<file path="src/rtl/cpu_types_pkg.sv">
// Shared types for the CPU memory path.
//   ramstate_t  : handshake code returned to memory_control (FREE/BUSY/ACCESS/ERROR)
//   word_t      : 32-bit data/address word
//   seq_state_t : internal state of ram_access_sequencer. Its members carry a SEQ_
//                 prefix because ACCESS already names a ramstate_t member in this scope.
package cpu_types_pkg;

  typedef logic [31:0] word_t;

  typedef enum logic [1:0] {
    FREE   = 2'd0,
    BUSY   = 2'd1,
    ACCESS = 2'd2,
    ERROR  = 2'd3
  } ramstate_t;

  typedef enum logic [1:0] {
    SEQ_IDLE   = 2'd0,
    SEQ_WAIT   = 2'd1,
    SEQ_ACCESS = 2'd2,
    SEQ_ERR    = 2'd3
  } seq_state_t;

endpackage

</file>
<file path="src/rtl/ram_access_sequencer.sv">
// ram_access_sequencer
//   Turns level-held memREN/memWEN requests from memory_control into timed
//   accesses on a synchronous single-port SRAM. A request seen while idle is
//   reported BUSY for LAT+1 cycles, then ACCESS for exactly one cycle.
//
// Parameters
//   LAT        BUSY cycles spent in WAIT before ACCESS (1..15)
//   ADDR_BITS  SRAM word-index width (1..29)
//
// Ports
//   CLK, RST    clock / synchronous active-high reset
//   memaddr     byte address (bits [1:0] ignored)
//   memstore    write data
//   memREN      read request, held until ACCESS
//   memWEN      write request, held until ACCESS
//   ramload     read data, meaningful only while ramstate == ACCESS
//   ramstate    FREE / BUSY / ACCESS / ERROR
//   sram_addr   latched word index to SRAM
//   sram_wdata  latched write data to SRAM
//   sram_ren    SRAM read strobe (data returns on sram_rdata next cycle)
//   sram_wen    SRAM write strobe
//   sram_rdata  SRAM read data
//
// Build option
//   RAM_BOUND_CHECK_EN : when defined, a request with nonzero address bits
//   above the SRAM range is rejected with one ERROR cycle. When undefined
//   those bits are dropped and the access aliases into the SRAM.
module ram_access_sequencer
  import cpu_types_pkg::*;
#(
  parameter int LAT       = 2,
  parameter int ADDR_BITS = 14
) (
  input  logic                 CLK,
  input  logic                 RST,
  input  word_t                memaddr,
  input  word_t                memstore,
  input  logic                 memREN,
  input  logic                 memWEN,
  output word_t                ramload,
  output ramstate_t            ramstate,
  output logic [ADDR_BITS-1:0] sram_addr,
  output word_t                sram_wdata,
  output logic                 sram_ren,
  output logic                 sram_wen,
  input  word_t                sram_rdata
);

  if (LAT < 1 || LAT > 15) begin : g_lat_range
    $error("ram_access_sequencer: LAT must be in 1..15");
  end
  if (ADDR_BITS < 1 || ADDR_BITS > 29) begin : g_addr_range
    $error("ram_access_sequencer: ADDR_BITS must be in 1..29");
  end

  localparam logic [3:0] CNT_RELOAD = 4'(LAT - 1);

  seq_state_t state;
  logic [3:0] cnt;
  logic       lat_wr;   // latched request type: 1 = write

  logic [ADDR_BITS-1:0] req_idx;
  logic                 req_single;
  logic                 req_bad;
  logic                 req_changed;
  logic                 fire;

  assign req_idx    = memaddr[ADDR_BITS+1:2];
  assign req_single = memREN ^ memWEN;

`ifdef RAM_BOUND_CHECK_EN
  logic req_oob;
  assign req_oob = |memaddr[31:ADDR_BITS+2];
  assign req_bad = (memREN & memWEN) | (req_single & req_oob);
`else
  assign req_bad = memREN & memWEN;
`endif

  // Byte-offset bits never reach the SRAM; upper bits only matter with the
  // bound check enabled.
  logic unused_addr_bits;
  assign unused_addr_bits = ^{memaddr[1:0], memaddr[31:ADDR_BITS+2]};

  // Any change in the held request while waiting restarts the wait.
  assign req_changed = (req_idx != sram_addr) || (memstore != sram_wdata) ||
                       (memWEN != lat_wr);

  // Last WAIT cycle of an unchanged request: the read strobe goes out now so
  // sram_rdata is ready in the ACCESS cycle.
  assign fire = (state == SEQ_WAIT) && !req_changed && (cnt == 4'd0);

  // NOTE: all state here updates with non-blocking assignments so every
  // register samples the pre-edge values of the others.
  always_ff @(posedge CLK) begin
    if (RST) begin
      state      <= SEQ_IDLE;
      cnt        <= '0;
      sram_addr  <= '0;
      sram_wdata <= '0;
      lat_wr     <= 1'b0;
    end else begin
      unique case (state)
        SEQ_IDLE: begin
          if (req_bad) begin
            state <= SEQ_ERR;
          end else if (req_single) begin
            sram_addr  <= req_idx;
            sram_wdata <= memstore;
            lat_wr     <= memWEN;
            cnt        <= CNT_RELOAD;
            state      <= SEQ_WAIT;
          end
        end
        SEQ_WAIT: begin
          if (req_changed) begin
            sram_addr  <= req_idx;
            sram_wdata <= memstore;
            lat_wr     <= memWEN;
            cnt        <= CNT_RELOAD;
          end else if (cnt != 4'd0) begin
            cnt <= cnt - 4'd1;
          end else begin
            state <= SEQ_ACCESS;
          end
        end
        SEQ_ACCESS: state <= SEQ_IDLE;
        SEQ_ERR:    state <= SEQ_IDLE;
        default:    state <= SEQ_IDLE;
      endcase
    end
  end

  // Strobes are masked while RST is high so a reset never lets an access
  // through in the cycle it is applied.
  always_comb begin
    // NOTE: every output gets a default first, so no path leaves one
    // unassigned and no latch is inferred.
    ramstate = FREE;
    ramload  = '0;
    sram_ren = 1'b0;
    sram_wen = 1'b0;
    unique case (state)
      SEQ_IDLE: begin
        if (memREN | memWEN) ramstate = BUSY;
      end
      SEQ_WAIT: begin
        ramstate = BUSY;
        sram_ren = fire && !lat_wr && !RST;
      end
      SEQ_ACCESS: begin
        ramstate = ACCESS;
        if (lat_wr) sram_wen = !RST;
        else        ramload  = sram_rdata;
      end
      SEQ_ERR: ramstate = ERROR;
      default: ramstate = FREE;
    endcase
  end

endmodule

</file>
<file path="config.mk">
export PLATFORM = sky130hd
export DESIGN_NAME = ram_access_sequencer
export DESIGN_NICKNAME = d
export VERILOG_FILES = /design/src/rtl/cpu_types_pkg.sv /design/src/rtl/ram_access_sequencer.sv
export SDC_FILE = /design/constraint.sdc
export NUM_CORES = 1
export LEC_CHECK = 0
export ABC_AREA = 1
export CAP_MARGIN = 20
export CORE_MARGIN = 2
export CORE_UTILIZATION = 60
export DETAILED_ROUTE_END_ITERATION = 16
export DONT_BUFFER_PORTS = 1
export GPL_ROUTABILITY_DRIVEN = 0
export PLACE_DENSITY = 0.81
export SLEW_MARGIN = 25
export SYNTH_ARGS = -nofsm -noshare
export SYNTH_HDL_FRONTEND = slang
export SYNTH_SLANG_ARGS = --single-unit
</file>
<file path="constraint.sdc">
create_clock -name CLK -period 1.9 [get_ports CLK]
set_input_delay 0.19 -clock CLK [delete_from_list [all_inputs] [get_ports CLK]]
set_output_delay 0.19 -clock CLK [all_outputs]
set_load 0.05 [all_outputs]
</file>
Word level (Yosys, flattened, before mapping)
Cells that the tools add are included.

Bits of input ports: 100. Memories: 0. Output and inout bits: 82. Word-level logic and storage cells: 68. ROM bits: 0. Memory bits (writable): 0. Latch bits: 0. Flip-flop bits (word level): 53.

Divide/modulo/power cells: 0. Multiplexer cells: 29. Equality and inequality tests: 13. Bitwise logic cells: 3. Shift operators: 0. Add/subtract/negate cells: 1. $lt $le $gt $ge: 0. Reduce and logical (&&, ||, !) cells: 17. Multipliers: 0.

Operators by type and width (number): $mux 32 (5); $pmux 32 s2 (1); $mux 14 (3); $ne 32x32->1 (1); $pmux 14 s2 (1); $mux 4 (4); $ne 14x14->1 (1); $ne 2x2->1 const B (5); $mux 2 (4); $pmux 2 s4 (1); $pmux 4 s2 (1); $reduce_and 4->1 (2); $mux 1 (7); $pmux 2 s3 (1); $eq 2x2->1 const B (2); $logic_and 1x1->1 (4); $logic_not 4->1 (1); $reduce_bool 4->1 (1); $sub 4x1->4 const B (1); $logic_not 1->1 (3); $ne 3x2->1 const B (1); $ne 3x3->1 const B (1); $reduce_and 3->1 (1); $eq 2x1->1 const B (1); other kinds (9) (10).

Longest topological paths before layout
Depth after elaboration: 9. Mapped depth: 15. Depth with buffers taken out: 13.

Worst setup path after synthesis
OpenSTA, ideal clock, no wires.

Path kind: register -> output. Start point: register sram_wdata[11]. End point: output port sram_ren. Data arrival time: 2.670 ns. Setup slack: -0.960 ns. Required time: 1.710 ns. Cell stages (with the launch flop): 8. Cells stage by stage: dfxtp_1 xnor2_1 nand2_1 nor2_1 nand2_1 nor2_1 nand4_1 nor3_1.

Word-level cells in the longest chain between the ends: 9.

Ends and longest elaborated chain: start: declaration (RTL line ram_access_sequencer.sv:43) `output word_t sram_wdata,`; start signal: assignment (RTL line ram_access_sequencer.sv:108) `sram_wdata <= memstore;`; start signal: assignment (RTL line ram_access_sequencer.sv:117) `sram_wdata <= memstore;`; $ne 32x32->1 (RTL line ram_access_sequencer.sv:85) `assign req_changed = (req_idx != sram_addr) || (memstore != sram_wdata) ||`; $logic_or 1x1->1 (2 in a row) (RTL line ram_access_sequencer.sv:85); $logic_not 1->1 (RTL line ram_access_sequencer.sv:90) `assign fire = (state == SEQ_WAIT) && !req_changed && (cnt == 4'd0);`; $logic_and 1x1->1 (2 in a row) (RTL line ram_access_sequencer.sv:90); $logic_and 1x1->1 (2 in a row) (RTL line ram_access_sequencer.sv:148) `sram_ren = fire && !lat_wr && !RST;`; $mux 1 (RTL line ram_access_sequencer.sv:142) `unique case (state)`; end: declaration (RTL line ram_access_sequencer.sv:44) `output logic sram_ren,`.

Every way passes these cells.

Worst setup path in the final report
Start point: register sram_addr[6]. End point: output port sram_ren.

Word-level cells in the longest chain between the ends: 9.

Ends and longest elaborated chain: start: declaration (RTL line ram_access_sequencer.sv:42) `output logic [ADDR_BITS-1:0] sram_addr,`; start signal: assignment (RTL line ram_access_sequencer.sv:107) `sram_addr <= req_idx;`; start signal: assignment (RTL line ram_access_sequencer.sv:116) `sram_addr <= req_idx;`; $ne 14x14->1 (RTL line ram_access_sequencer.sv:85); $logic_or 1x1->1 (2 in a row) (RTL line ram_access_sequencer.sv:85); $logic_not 1->1 (RTL line ram_access_sequencer.sv:90); $logic_and 1x1->1 (2 in a row) (RTL line ram_access_sequencer.sv:90); $logic_and 1x1->1 (2 in a row) (RTL line ram_access_sequencer.sv:148); $mux 1 (RTL line ram_access_sequencer.sv:142).

Every way passes these cells.

==> out/results.md <==
| Result | This run | Unit |
|---|---|---|
| Run status | complete, but fails checks | - |
| Violated checks | setup timing | - |
| Std-Cell Rows | 26 | - |
| Net Count, Synth | 643 | - |
| Max-slew headroom at the worst pin | 0.683 | - |
| Buffers added on ports | 0 | - |
| Setup repair after global routing missed its margin | true | - |
| Family with the most delay on the worst path | simple AND/OR/NAND/NOR gates | - |
| Final hold violation count | 0 | - |
| Data required time at the worst endpoint | 1710 | ps |
| DRT Wirelength | 10400 | um |
| Standard cell core area | 5140 | sq um |
| Post-layout instance count excluding filler cells | 701 | - |
| Floorplan die height | 77.0 | um |
| Flip-flop cell with the highest count after synthesis | sky130_fd_sc_hd__dfxtp_1 | - |
| Setup slack of the most critical reg-to-reg path | -210 | ps |
| Launch instance of the worst min-delay path | memstore[8] | - |
| Detailed-placement wirelength estimate | 6580 | um |
| Share of synthesized flip-flops with an asynchronous set or reset | 0 | - |
| Arrival time at the worst endpoint | 1960 | ps |
| Syn Std Cell Area | 3200 | sq um |
| Worst reg-to-reg path cell count | 16 | - |
| Worst-skew pair later-pin latency | 310 | ps |
| Router iterations before antenna repair | 5 | - |
| Register clock-pin slew on the reported worst setup and hold paths | 100 | ps |
| Number of flops mapped to enable cells by yosys | 0 | - |
| Post-layout nets | 734 | - |
| Transition at the pin with the smallest max-transition slack | 474 | ps |
| Synthesis-to-layout area growth | 44.6 | % |
| Antenna viol nets, final | 0 | - |
| FF+latch count, synth | 53 | - |
| Part of the cycle the worst path needs | 1.13 | - |
| Dpl cell area | 4060 | sq um |
| Leading post-synthesis cells by cell area | sky130_fd_sc_hd__dfxtp_1, sky130_fd_sc_hd__nor2_1, sky130_fd_sc_hd__nand2_1 | - |
| CTS tree | done | - |
| Number of pins exceeding their max-slew limit in the final report | 0 | - |
| Crit path capture type | primary output | - |
| Via count of the first global-routing pass | 3267 | - |
| Max-cap violations | 0 | - |
| Count of unresolved DRC violations after routing | 0 | - |
| Wire length of the first global-routing pass | 13900 | um |
| Post-Place Cells | 680 | - |
| Pre-CTS setup slack | 37.4 | ps |
| Total grt overflow | 0 | - |
| Number of vias per cell after detailed routing | 5.33 | - |
| Worst Slack Setup Final | -245 | ps |
| Worst Hold Endpoint | sram_wdata[8] | - |
| Fraction of the core area covered by cells at the end of the flow | 0.899 | - |
| Worst path cell trace | inv_2, nand2_1, nand2_1, nor2_1, nand2_1, nor2_2, nand2_2, nor2_4, nand4_1, nor3_4, buf_12 | - |
| Static leakage power | 2.30 | nW |
| Leading post-synthesis cells by instance count | sky130_fd_sc_hd__nor2_1, sky130_fd_sc_hd__nand2_1, sky130_fd_sc_hd__inv_1, sky130_fd_sc_hd__dfxtp_1, sky130_fd_sc_hd__o21ai_0 | - |
| Shortest period the worst path allows | 2150 | ps |
| Count of final setup violators | 49 | - |
| Mean post-synth cell area | 5.92 | sq um |
| Share of final-layout standard cells stronger than drive strength 1 | 0.366 | - |
| Count of synthesis-stage warnings from yosys | 0 | - |
| F_max | 466 | MHz |
| Maximum single-stage delay on the critical path | 390 | ps |
| Register area share after synthesis | 0.332 | - |
| Horizontal extent of the die | 77.0 | um |
| Floorplan die area | 5930 | sq um |
| Largest net degree at the start of global routing | 47 | - |
| Area of all placed cells without fillers | 4620 | sq um |
| Root buffer selected by CTS | sky130_fd_sc_hd__clkbuf_8 | - |
| Vias after detailed routing | 3736 | - |
| Initial DRC count | 239 | - |
| Crit Path Class | reg2out | - |
| FF-to-FF Start | sram_addr[6] | - |
| Total number of clock tree sinks | 53 | - |
| Unique cell type count in the Yosys netlist | 26 | - |
| Largest driver fanout on the critical path | 4 | - |
| Endpoint of the most critical register-to-register path | sram_addr[8] | - |
| Synth Instances | 540 | - |
| Overall fraction of global-route tracks in use | 0.284 | - |
| Starting density of the core | 0.622 | - |
| Cell seen most often among critical-path stages | sky130_fd_sc_hd__nand2_1 | - |
| Clock tree skew after final layout | 12.7 | ps |
| Hold Path Cell Cnt | 2 | - |
| Maximum level of the CTS H-tree | 2 | - |
| Crit path launch type | flop | - |
| Area share of the leading cell type in the synthesized netlist | 0.332 | - |
| Number of placed I/O pins | 182 | - |
| CTS Buf Count | 5 | - |
| N_diodes | 0 | - |
| IR Drop Worst-Case VDD | 0.678 | mV |
| Post-layout power | 4.29 | mW |
| Initial antenna violation count | 0 | - |
| Pwr dens | 929 | nW/um^2 |
| Cell taking the most area after synthesis | sky130_fd_sc_hd__dfxtp_1 | - |
| Worst min-delay path class | in2reg | - |
| Slowest stage cell on the critical path | sky130_fd_sc_hd__dfxtp_4 | - |
| Most common cell in the netlist | sky130_fd_sc_hd__nor2_1 | - |
| Clock Path Buffers | 2 | - |
| Buffers and inverters on the worst path | 2 | - |
| Wire per inst | 14.9 | um |
==> how the worst max path moves through the flow <==
| stage | from | cells after the start | end |
|---|---|---|---|
| after global placement | sram_wdata[17] | 10 | sram_ren |
| after global routing | sram_addr[6] | 11 | sram_ren |
| after CTS | sram_wdata[2] | 11 | sram_ren |
| after detailed placement | sram_wdata[16] | 9 | sram_ren |
| final | sram_addr[6] | 11 | sram_ren |
| after floorplan | sram_wdata[13] | 10 | sram_ren |
==> per-layer routing <==
layer / share of wire / track usage / vias up / wire length [um]
li1: - / - / 1804 / -
met1: 0.34 / 0.271 / 1698 / 3590
met2: 0.53 / 0.549 / 203 / 5510
met3: 0.099 / 0.111 / 31 / 1030
met4: 0.027 / 0.0929 / 0 / 282
met5: 0 / 0 / - / 0
==> cell families (layout without fill, tap and decap cells) <==
group,after synthesis,count (layout),synth area share
xor+xnor,20,20,0.0548
buf+inv,87,178,0.122
flops,53,53,0.332
compound gates,51,51,0.0799
fa+ha+maj,3,3,0.0117
simple gates,326,326,0.400
==> repair_timing <==
action,4_1_cts,5_1_grt
gates resized for setup,9,83
endpoints found under the setup margin,2,52
pin swaps,12,10
cloned,0,6
buffers inserted,3,6
endpoints found under the hold margin,1,1
==> registers in the layout, summed over array words and instances (netlist names) <==
register    flops
cnt             4
state           2
lat_wr          1
sram_addr      14
sram_wdata     32
==> cells in the final DEF (no fill, tap or decap), types with 3 or more instances in the layout <==
cell type	n
sky130_fd_sc_hd__clkbuf_16	4
sky130_fd_sc_hd__xor2_1	3
sky130_fd_sc_hd__xnor2_1	17
sky130_fd_sc_hd__nand4_1	5
sky130_fd_sc_hd__clkbuf_8	5
sky130_fd_sc_hd__nor2_4	17
sky130_fd_sc_hd__buf_6	4
sky130_fd_sc_hd__o21ai_1	15
sky130_fd_sc_hd__buf_12	4
sky130_fd_sc_hd__a21oi_1	3
sky130_fd_sc_hd__dfxtp_4	46
sky130_fd_sc_hd__ha_1	3
sky130_fd_sc_hd__dfxtp_1	6
sky130_fd_sc_hd__buf_8	3
sky130_fd_sc_hd__buf_4	90
sky130_fd_sc_hd__o21ai_0	32
sky130_fd_sc_hd__nor2_2	37
sky130_fd_sc_hd__inv_1	54
sky130_fd_sc_hd__nand2_2	3
sky130_fd_sc_hd__nor2_1	119
sky130_fd_sc_hd__inv_2	9
sky130_fd_sc_hd__nand2_1	130
sky130_fd_sc_hd__nand3_1	7
==> metrics by stage <==
stage / TNS [ps] / hold WS, ps
floorplan: -129 / 259
detailed placement: 0 / 270
finish: -6920 / 28.0
CTS: -146 / -53.0
global placement: 0 / 261
global route: -13260 / 23.3
==> area by class of cell <==
cell class,count,area [sq um]
clock buffer,6,72.6
clock inverter,1,8.76
fill,264,519
inverter,64,253
multi-input combinational,400,2000
sequential,53,1230
tap,70,87.6
timing repair buffer,106,956
timing repair inverter,1,8.76
==> power breakdown <==
part | switching [mW] | internal, mW
clock | 0.372 | 0.256
combinational | 1.45 | 0.758
sequential | 0.144 | 1.31
total | 1.96 | 2.33
==> worst register-to-register path, cell delays in order (launching register included) <==
cell                       delay, ps
sky130_fd_sc_hd__dfxtp_4         390
sky130_fd_sc_hd__inv_2            30
sky130_fd_sc_hd__nand2_1          50
sky130_fd_sc_hd__nand2_1          50
sky130_fd_sc_hd__nor2_1          160
sky130_fd_sc_hd__nand2_1          90
sky130_fd_sc_hd__nor2_2          130
sky130_fd_sc_hd__nand2_2          70
sky130_fd_sc_hd__nor2_4          110
sky130_fd_sc_hd__buf_4           130
sky130_fd_sc_hd__buf_6            90
sky130_fd_sc_hd__nand3_4          80
sky130_fd_sc_hd__nand2_8         140
sky130_fd_sc_hd__clkinv_8        110
sky130_fd_sc_hd__buf_12          170
sky130_fd_sc_hd__nor2_2          130
sky130_fd_sc_hd__nor2_1           50
(Power assumes the default switching activity.)
